`src/rtl/wb_pkg.sv`:
```
// rtl/wb_pkg.sv - shared encodings for the write-back load mux and load extender
package wb_pkg;

    localparam logic [1:0] SZ_BYTE = 2'b00;
    localparam logic [1:0] SZ_HALF = 2'b01;
    localparam logic [1:0] SZ_WORD = 2'b10;

    typedef enum logic {
        ST_IDLE     = 1'b0,
        ST_WAIT_LDR = 1'b1
    } wb_state_e;

    localparam int SRC_ALU  = 0;
    localparam int SRC_LDR  = 1;
    localparam int SRC_LINK = 2;
    localparam int SRC_IMM  = 3;

    function automatic int sel_width(input int num_src);
        return (num_src > 2) ? $clog2(num_src) : 1;
    endfunction

endpackage

```
`src/rtl/load_extend.sv`:
```
// rtl/load_extend.sv - combinational byte/half/word sign or zero extender
module load_extend
    import wb_pkg::*;
#(
    parameter int DATA_W = 32
) (
    input  logic [DATA_W-1:0] rdata,
    input  logic [1:0]        size,
    input  logic              is_signed,
    output logic [DATA_W-1:0] ext_data
);

    always_comb begin
        ext_data = rdata;
        case (size)
            SZ_BYTE: ext_data = {{(DATA_W-8){is_signed & rdata[7]}}, rdata[7:0]};
            SZ_HALF: ext_data = {{(DATA_W-16){is_signed & rdata[15]}}, rdata[15:0]};
            SZ_WORD: ext_data = rdata;
            default: ext_data = rdata;
        endcase
    end

endmodule

```
`src/rtl/wb_load_mux.sv`:
```
// rtl/wb_load_mux.sv - write-back source selector with split-transaction loads (optional WB_LOAD_TIMEOUT_EN)
module wb_load_mux
    import wb_pkg::*;
#(
    parameter int  DATA_W         = 32,
    parameter int  NUM_SRC        = 4,
    parameter int  LDR_SRC        = SRC_LDR,
    parameter int  REG_ADDR_W     = 4,
    parameter int  TIMEOUT_CYCLES = 255,
    localparam int SEL_W          = sel_width(NUM_SRC)
) (
    input  logic                      clk,
    input  logic                      reset,
    input  logic                      issue_valid,
    output logic                      issue_ready,
    input  logic [SEL_W-1:0]          issue_sel,
    input  logic [REG_ADDR_W-1:0]     issue_rd,
    input  logic [1:0]                issue_size,
    input  logic                      issue_signed,
    input  logic [NUM_SRC*DATA_W-1:0] src_data,
    input  logic                      mem_rvalid,
    input  logic [DATA_W-1:0]         mem_rdata,
    output logic                      rf_we,
    output logic [REG_ADDR_W-1:0]     rf_waddr,
    output logic [DATA_W-1:0]         rf_wdata,
`ifdef WB_LOAD_TIMEOUT_EN
    output logic                      ld_err,
`endif
    output logic                      stall
);

    wb_state_e             state_q, state_d;
    logic [REG_ADDR_W-1:0] ld_rd_q;
    logic [1:0]            ld_size_q;
    logic                  ld_signed_q;
    logic                  ld_accept;

    logic                  we_d;
    logic [REG_ADDR_W-1:0] waddr_d;
    logic [DATA_W-1:0]     wdata_d;
    logic [DATA_W-1:0]     sel_data;
    logic                  sel_hit;
    logic [DATA_W-1:0]     ext_data;
    logic                  timeout_hit;

    // Out-of-range selects leave sel_hit low so the request is consumed silently.
    always_comb begin
        sel_data = '0;
        sel_hit  = 1'b0;
        for (int k = 0; k < NUM_SRC; k++) begin
            if (issue_sel == SEL_W'(k) && k != LDR_SRC) begin
                sel_data = src_data[k*DATA_W +: DATA_W];
                sel_hit  = 1'b1;
            end
        end
    end

    load_extend #(
        .DATA_W(DATA_W)
    ) u_load_extend (
        .rdata    (mem_rdata),
        .size     (ld_size_q),
        .is_signed(ld_signed_q),
        .ext_data (ext_data)
    );

`ifdef WB_LOAD_TIMEOUT_EN
    localparam int CNT_W = $clog2(TIMEOUT_CYCLES + 1);
    logic [CNT_W-1:0] tmo_cnt_q;
    logic             tmo_last;

    assign tmo_last = (tmo_cnt_q == CNT_W'(TIMEOUT_CYCLES - 1));

    always_ff @(posedge clk) begin
        if (reset) begin
            tmo_cnt_q <= '0;
            ld_err    <= 1'b0;
        end else begin
            if (ld_accept) begin
                tmo_cnt_q <= '0;
            end else if (state_q == ST_WAIT_LDR && !mem_rvalid) begin
                tmo_cnt_q <= tmo_cnt_q + 1'b1;
            end
            if (timeout_hit) begin
                ld_err <= 1'b1;
            end
        end
    end
`else
    logic tmo_last;
    assign tmo_last = 1'b0;
`endif

    always_comb begin
        state_d     = state_q;
        we_d        = 1'b0;
        waddr_d     = rf_waddr;
        wdata_d     = rf_wdata;
        timeout_hit = 1'b0;
        ld_accept   = 1'b0;
        issue_ready = (state_q == ST_IDLE);
        stall       = (state_q == ST_WAIT_LDR);
        case (state_q)
            ST_IDLE: begin
                if (issue_valid) begin
                    if (issue_sel == SEL_W'(LDR_SRC)) begin
                        ld_accept = 1'b1;
                        state_d   = ST_WAIT_LDR;
                    end else if (sel_hit) begin
                        we_d    = 1'b1;
                        waddr_d = issue_rd;
                        wdata_d = sel_data;
                    end
                end
            end
            ST_WAIT_LDR: begin
                // Data arriving on the limit cycle still wins over the timeout.
                if (mem_rvalid) begin
                    we_d    = 1'b1;
                    waddr_d = ld_rd_q;
                    wdata_d = ext_data;
                    state_d = ST_IDLE;
                end else if (tmo_last) begin
                    timeout_hit = 1'b1;
                    state_d     = ST_IDLE;
                end
            end
            default: state_d = ST_IDLE;
        endcase
    end

    always_ff @(posedge clk) begin
        if (reset) begin
            state_q     <= ST_IDLE;
            rf_we       <= 1'b0;
            rf_waddr    <= '0;
            rf_wdata    <= '0;
            ld_rd_q     <= '0;
            ld_size_q   <= 2'b00;
            ld_signed_q <= 1'b0;
        end else begin
            state_q  <= state_d;
            rf_we    <= we_d;
            rf_waddr <= waddr_d;
            rf_wdata <= wdata_d;
            if (ld_accept) begin
                ld_rd_q     <= issue_rd;
                ld_size_q   <= issue_size;
                ld_signed_q <= issue_signed;
            end
        end
    end

endmodule
```
`config.mk`:
```
export PLATFORM = sky130hd
export DESIGN_NAME = wb_load_mux
export DESIGN_NICKNAME = d
export VERILOG_FILES = /design/src/rtl/wb_pkg.sv /design/src/rtl/load_extend.sv /design/src/rtl/wb_load_mux.sv
export SDC_FILE = /design/constraint.sdc
export NUM_CORES = 1
export LEC_CHECK = 0
export CORE_MARGIN = 1
export CORE_UTILIZATION = 41
export CTS_CLUSTER_SIZE = 28
export DETAILED_ROUTE_END_ITERATION = 10
export PLACE_DENSITY_LB_ADDON = 0.25
export SYNTH_ARGS = -nofsm -noshare
export SYNTH_HDL_FRONTEND = slang
export SYNTH_HIERARCHICAL = 1
export SYNTH_SLANG_ARGS = --single-unit
```
`constraint.sdc`:
```
create_clock -name clk -period 3.9 [get_ports clk]
set_clock_uncertainty 0.2 [all_clocks]
set_input_delay 0.78 -clock clk [delete_from_list [all_inputs] [get_ports clk]]
set_output_delay 0.78 -clock clk [all_outputs]
set_load 0.1 [all_outputs]
```
After elaboration in Yosys (flattened, before gate mapping):

Cells that the tools add are included.

* register bits after elaboration: 45
* input port bits: 173
* output and inout port bits: 39
* word-level logic and storage cells: 48

* equality and inequality tests: 8
* multiplexer cells: 27
* bitwise operators: 3
* reduce and logical (&&, ||, !) cells: 3

Operators by type and width (number)
* 2-to-1 mux 32 bit: 7
* case mux 32 bit (2 select lines): 2
* 2-to-1 mux 4 bit: 4
* 2-to-1 mux 1 bit: 11
* case mux 4 bit (2 select lines): 1
* != test 2 bit (second input constant): 3
* == test 2 x 1 -> 1 bit (second input constant): 2
* == test 2 bit (second input constant): 2
* logical NOT 2 bit: 2
* case mux 1 bit (2 select lines): 2
* AND reduction 4 bit: 1
* AND 1 bit: 2
* != test 2 x 1 -> 1 bit (second input constant): 1
* inverter 1 bit: 1

Longest topological paths before layout:

* word-level depth: 8
* gate-level depth with buffers: 6
* mapped depth without buffers: 4

Hierarchy:

The synthesis kept the hierarchy.

By module, submodules not included
* wb_load_mux: instances 1, cells each 296, area an instance 3164.3 µm², sequential area each 900.9 µm²
* load_extend: instances 1, cells each 66, area an instance 385.4 µm², sequential area each 0.0 µm²

Worst setup path after synthesis:

No wires, ideal clock.

* kind: register to output
* from: reg state_q (netlist: stall)
* to: out issue_ready
* arrival: 2.010 ns
* required time: 2.920 ns
* path slack: 0.910 ns
* stages on the path, launching flop included: 3
* buffers on the path: 1
* cell sequence: dfxtp_1 inv_1 clkbuf_1

* word-level cells in the longest chain between the ends: 1

RTL lines
* from (decl): line wb_load_mux.sv:32 `wb_state_e state_q, state_d;`
* from (signal assigned): line wb_load_mux.sv:142 `state_q <= state_d;`
* inverter 1 bit
* to (decl): line wb_load_mux.sv:15 `output logic issue_ready,`

No other way between the ends.

Final worst setup path:

* from: reg rf_wdata[11]
* to: out rf_wdata[11]

RTL lines
* from (decl): line wb_load_mux.sv:25 `output logic [DATA_W-1:0] rf_wdata,`
* from (signal assigned): line wb_load_mux.sv:145 `rf_wdata <= wdata_d;`

No word-level cell between the ends.

==> results.toml <==
[outcome]
status = "finished, final reports clean"

[setup_path]
cp.arrival_ns = 1.82
cp-end-kind = "output port"
slowest_delay_ns = 1.15
startpoint_type = "register"
crit_cells = 1
setup.worst_path.end = "rf_wdata[11]"
crit_start = "rf_wdata[11]$_SDFFE_PP0P_"
critical_path_buf_inv_count = 1
critical_path.slowest_cell = "clkdlybuf4s50_1"
critPathKind = "reg -> out"
r2r_cells = 3
reg2reg_from = "stall$_SDFF_PP0_"
cp_cell_sequence = "clkdlybuf4s50_1"
r2r_slack_ns = 1.67
cp.required_ns = 2.92
path_delay_family = "buffers and inverters"
timing.rr.end = "rf_waddr[3]$_SDFFE_PP0P_"
crit_fanout = 2

[cts]
cts_sinks = 45
clk_latency_ns = 0.31
cts_max_path_buffers = 2
ctsRootBufferMaster = "clkbuf_8"
cts_resized = 0
cts_tree = "built"
path_clk_slew_ns = 0.10
cts_setup_buffers = 0
htreeDepth = 2
cts.hold.buffers_added = 0
cts_buffers = 5

[power_and_ir_drop]
peakVddDrop_v = 0.000172
p_per_area_nw_per_um2 = 289
fin_total_pwr_mw = 1.54
leakage_nw = 1.92

[global_route]
grt_use_met2_pct = 47.5
gr-total-overflow = 0
grt_pass1_vias = 3699
grt_busiest_layer = "met2"
track_usage_pct = 26.5
grt_max_degree = 46
grt_pass1_wl_mm = 18.5
antenna_found_initial = 0
grt_use_met1_pct = 32.2
met3_usage_pct = 4.23

[timing]
tightestPinTransition_ns = 1.13
slew_headroom_pct = 24.6
hold_viol = 0
post-route-min-period_ns = 2.80
post-route-period-util_pct = 71.9
final-setup-viol-count = 0
totalNegativeSetupSlack_ns = 0
finalMaxSlewViolations = 0
whs_ns = 0.287
rsz0062_at_grt = "false"
clock.fmax_mhz = 357

[detailed_routing]
drc = 0
vias = 3649
wl_per_cell_um = 19.7
initialDrtViolationCount = 166
vias_per_cell = 6.00
antenna_left = 0
firstDrtPassIters = 5
drt_wl_total_mm = 12.0

[floorplan]
die_x_um = 95.0
rows = 33
coreArea_um2 = 8300
start_util_pct = 42.8
die_area_um2 = 9030
ios = 212
die_h_um = 95.0

[synth]
synth.cell_area_um2 = 3550
postSynthAreaPerCell_um2 = 9.81
synth_cell_types = 31
syn-num-nets = 535
yosys_warnings = 6
async_reset_ff_share_pct = 0
netlist.area_leader.share_pct = 25.4
ys.flop_type = "dfxtp_1"
yosys.area.top_type = "dfxtp_1"
ys_seq_elements = 45
synth-seq-area-share_pct = 25.4
syn_inst = 362
synth_edf_count = 0
synth_area_leaders = "dfxtp_1 (25%), o41ai_2 (14%), a221oi_2 (12%)"

[placement]
dp_hpwl_mm = 8.16
io_buffers = 179
place_inst = 600
gp_congestion = 0.806

[finish]
antenna-diode-count = 0
final_cells = 608
syn_to_final_growth_pct = 50.1
nNetsFinal = 675
drive_above_1_share_pct = 19.1

[worst_hold_path]
hp-class = "reg -> reg"
min_path_cells = 2

[flow_run]
max_cap_viol_count = 0
-- synthesized netlist by cell type, types with 2 or more instances --
cell	count
buf_6	10
o2111ai_1	32
o21ai_0	21
a21oi_1	8
o41ai_2	30
clkbuf_4	2
o21ai_2	4
nor2_1	34
a221oi_1	3
buf_4	9
mux2_1	32
clkbuf_1	17
a221oi_2	29
buf_2	19
nand2b_1	2
o41ai_1	2
mux2i_1	4
a211oi_1	8
o21ai_1	7
inv_1	3
dfxtp_1	45
nand2_1	32
-- flip-flops by register name, summed over array words and instances, names as in the netlist --
signal       count
rf_wdata        32
ld_rd_q          4
rf_waddr         4
ld_size_q        2
ld_signed_q      1
rf_we            1
stall            1
-- cells in the final DEF, fill, tap and decap left out, types with 4 or more instances in the layout --
cell / synthesis / layout
a21oi_1: 8 / 8
buf_4: 9 / 12
mux2i_1: 4 / 4
clkdlybuf4s50_1: 0 / 174
nand2_1: 32 / 32
a211oi_1: 8 / 8
clkbuf_8: 0 / 5
nor2_1: 34 / 34
o41ai_2: 30 / 30
o21ai_2: 4 / 4
dfxtp_1: 45 / 44
o2111ai_1: 32 / 32
a221oi_2: 29 / 29
mux2_1: 32 / 32
o21ai_0: 21 / 21
o21ai_1: 7 / 7
-- per-layer routing --
layer  wire length [µm]  up-vias
met3                835       19
met4                200        0
met1               4970     1760
li1                   -     1704
met2               5970      166
met5                  0        -
-- where the power goes --
group	switching [mW]	internal, mW	total (mW)
Sequential	0.0221	0.490	0.512
Clock	0.178	0.192	0.370
Combinational	0.396	0.263	0.659
Total	0.596	0.945	1.54
-- kinds of logic after synthesis --
kind of cell / Yosys count / synth area share, %
AO/OA/AOI/OAI: 145 / 43.1
buffers and inverters: 60 / 10.3
flip-flops: 45 / 25.4
multiplexers: 37 / 11.9
AND/OR/NAND/NOR: 75 / 9.27
-- worst min path at each step --
stage	from	endpoint	slack [ns]
6_report	ld_rd_q[1]$_SDFFE_PP0P_	ld_rd_q[1]$_SDFFE_PP0P_	0.29
4_1_cts	ld_rd_q[3]$_SDFFE_PP0P_	ld_rd_q[3]$_SDFFE_PP0P_	0.29
3_5_place_dp	ld_rd_q[3]$_SDFFE_PP0P_	ld_rd_q[3]$_SDFFE_PP0P_	0.27
2_1_floorplan	ld_rd_q[0]$_SDFFE_PP0P_	ld_rd_q[0]$_SDFFE_PP0P_	0.25
3_3_place_gp	ld_rd_q[2]$_SDFFE_PP0P_	ld_rd_q[2]$_SDFFE_PP0P_	0.26
5_1_grt	ld_rd_q[3]$_SDFFE_PP0P_	ld_rd_q[3]$_SDFFE_PP0P_	0.30
-- layout make-up --
class                      instances  area (µm²)
multi-input combinational        257        2300
inverter                           3        11.3
fill                             683        2970
clock buffer                       5        68.8
tap                              105         131
sequential                        45         902
clock inverter                     3        46.3
timing repair buffer             190        1870
-- per-stage QoR --
stage               util, %  setup WS, ns  area (µm²)
CTS                    64.2          1.09        5330
global placement       62.8          1.11        5210
global route           64.2          1.04        5330
detailed placement     62.8          1.03        5210
floorplan                 -         0.910        3550
finish                 64.2          1.10        5330
(Power assumes the default switching activity.)
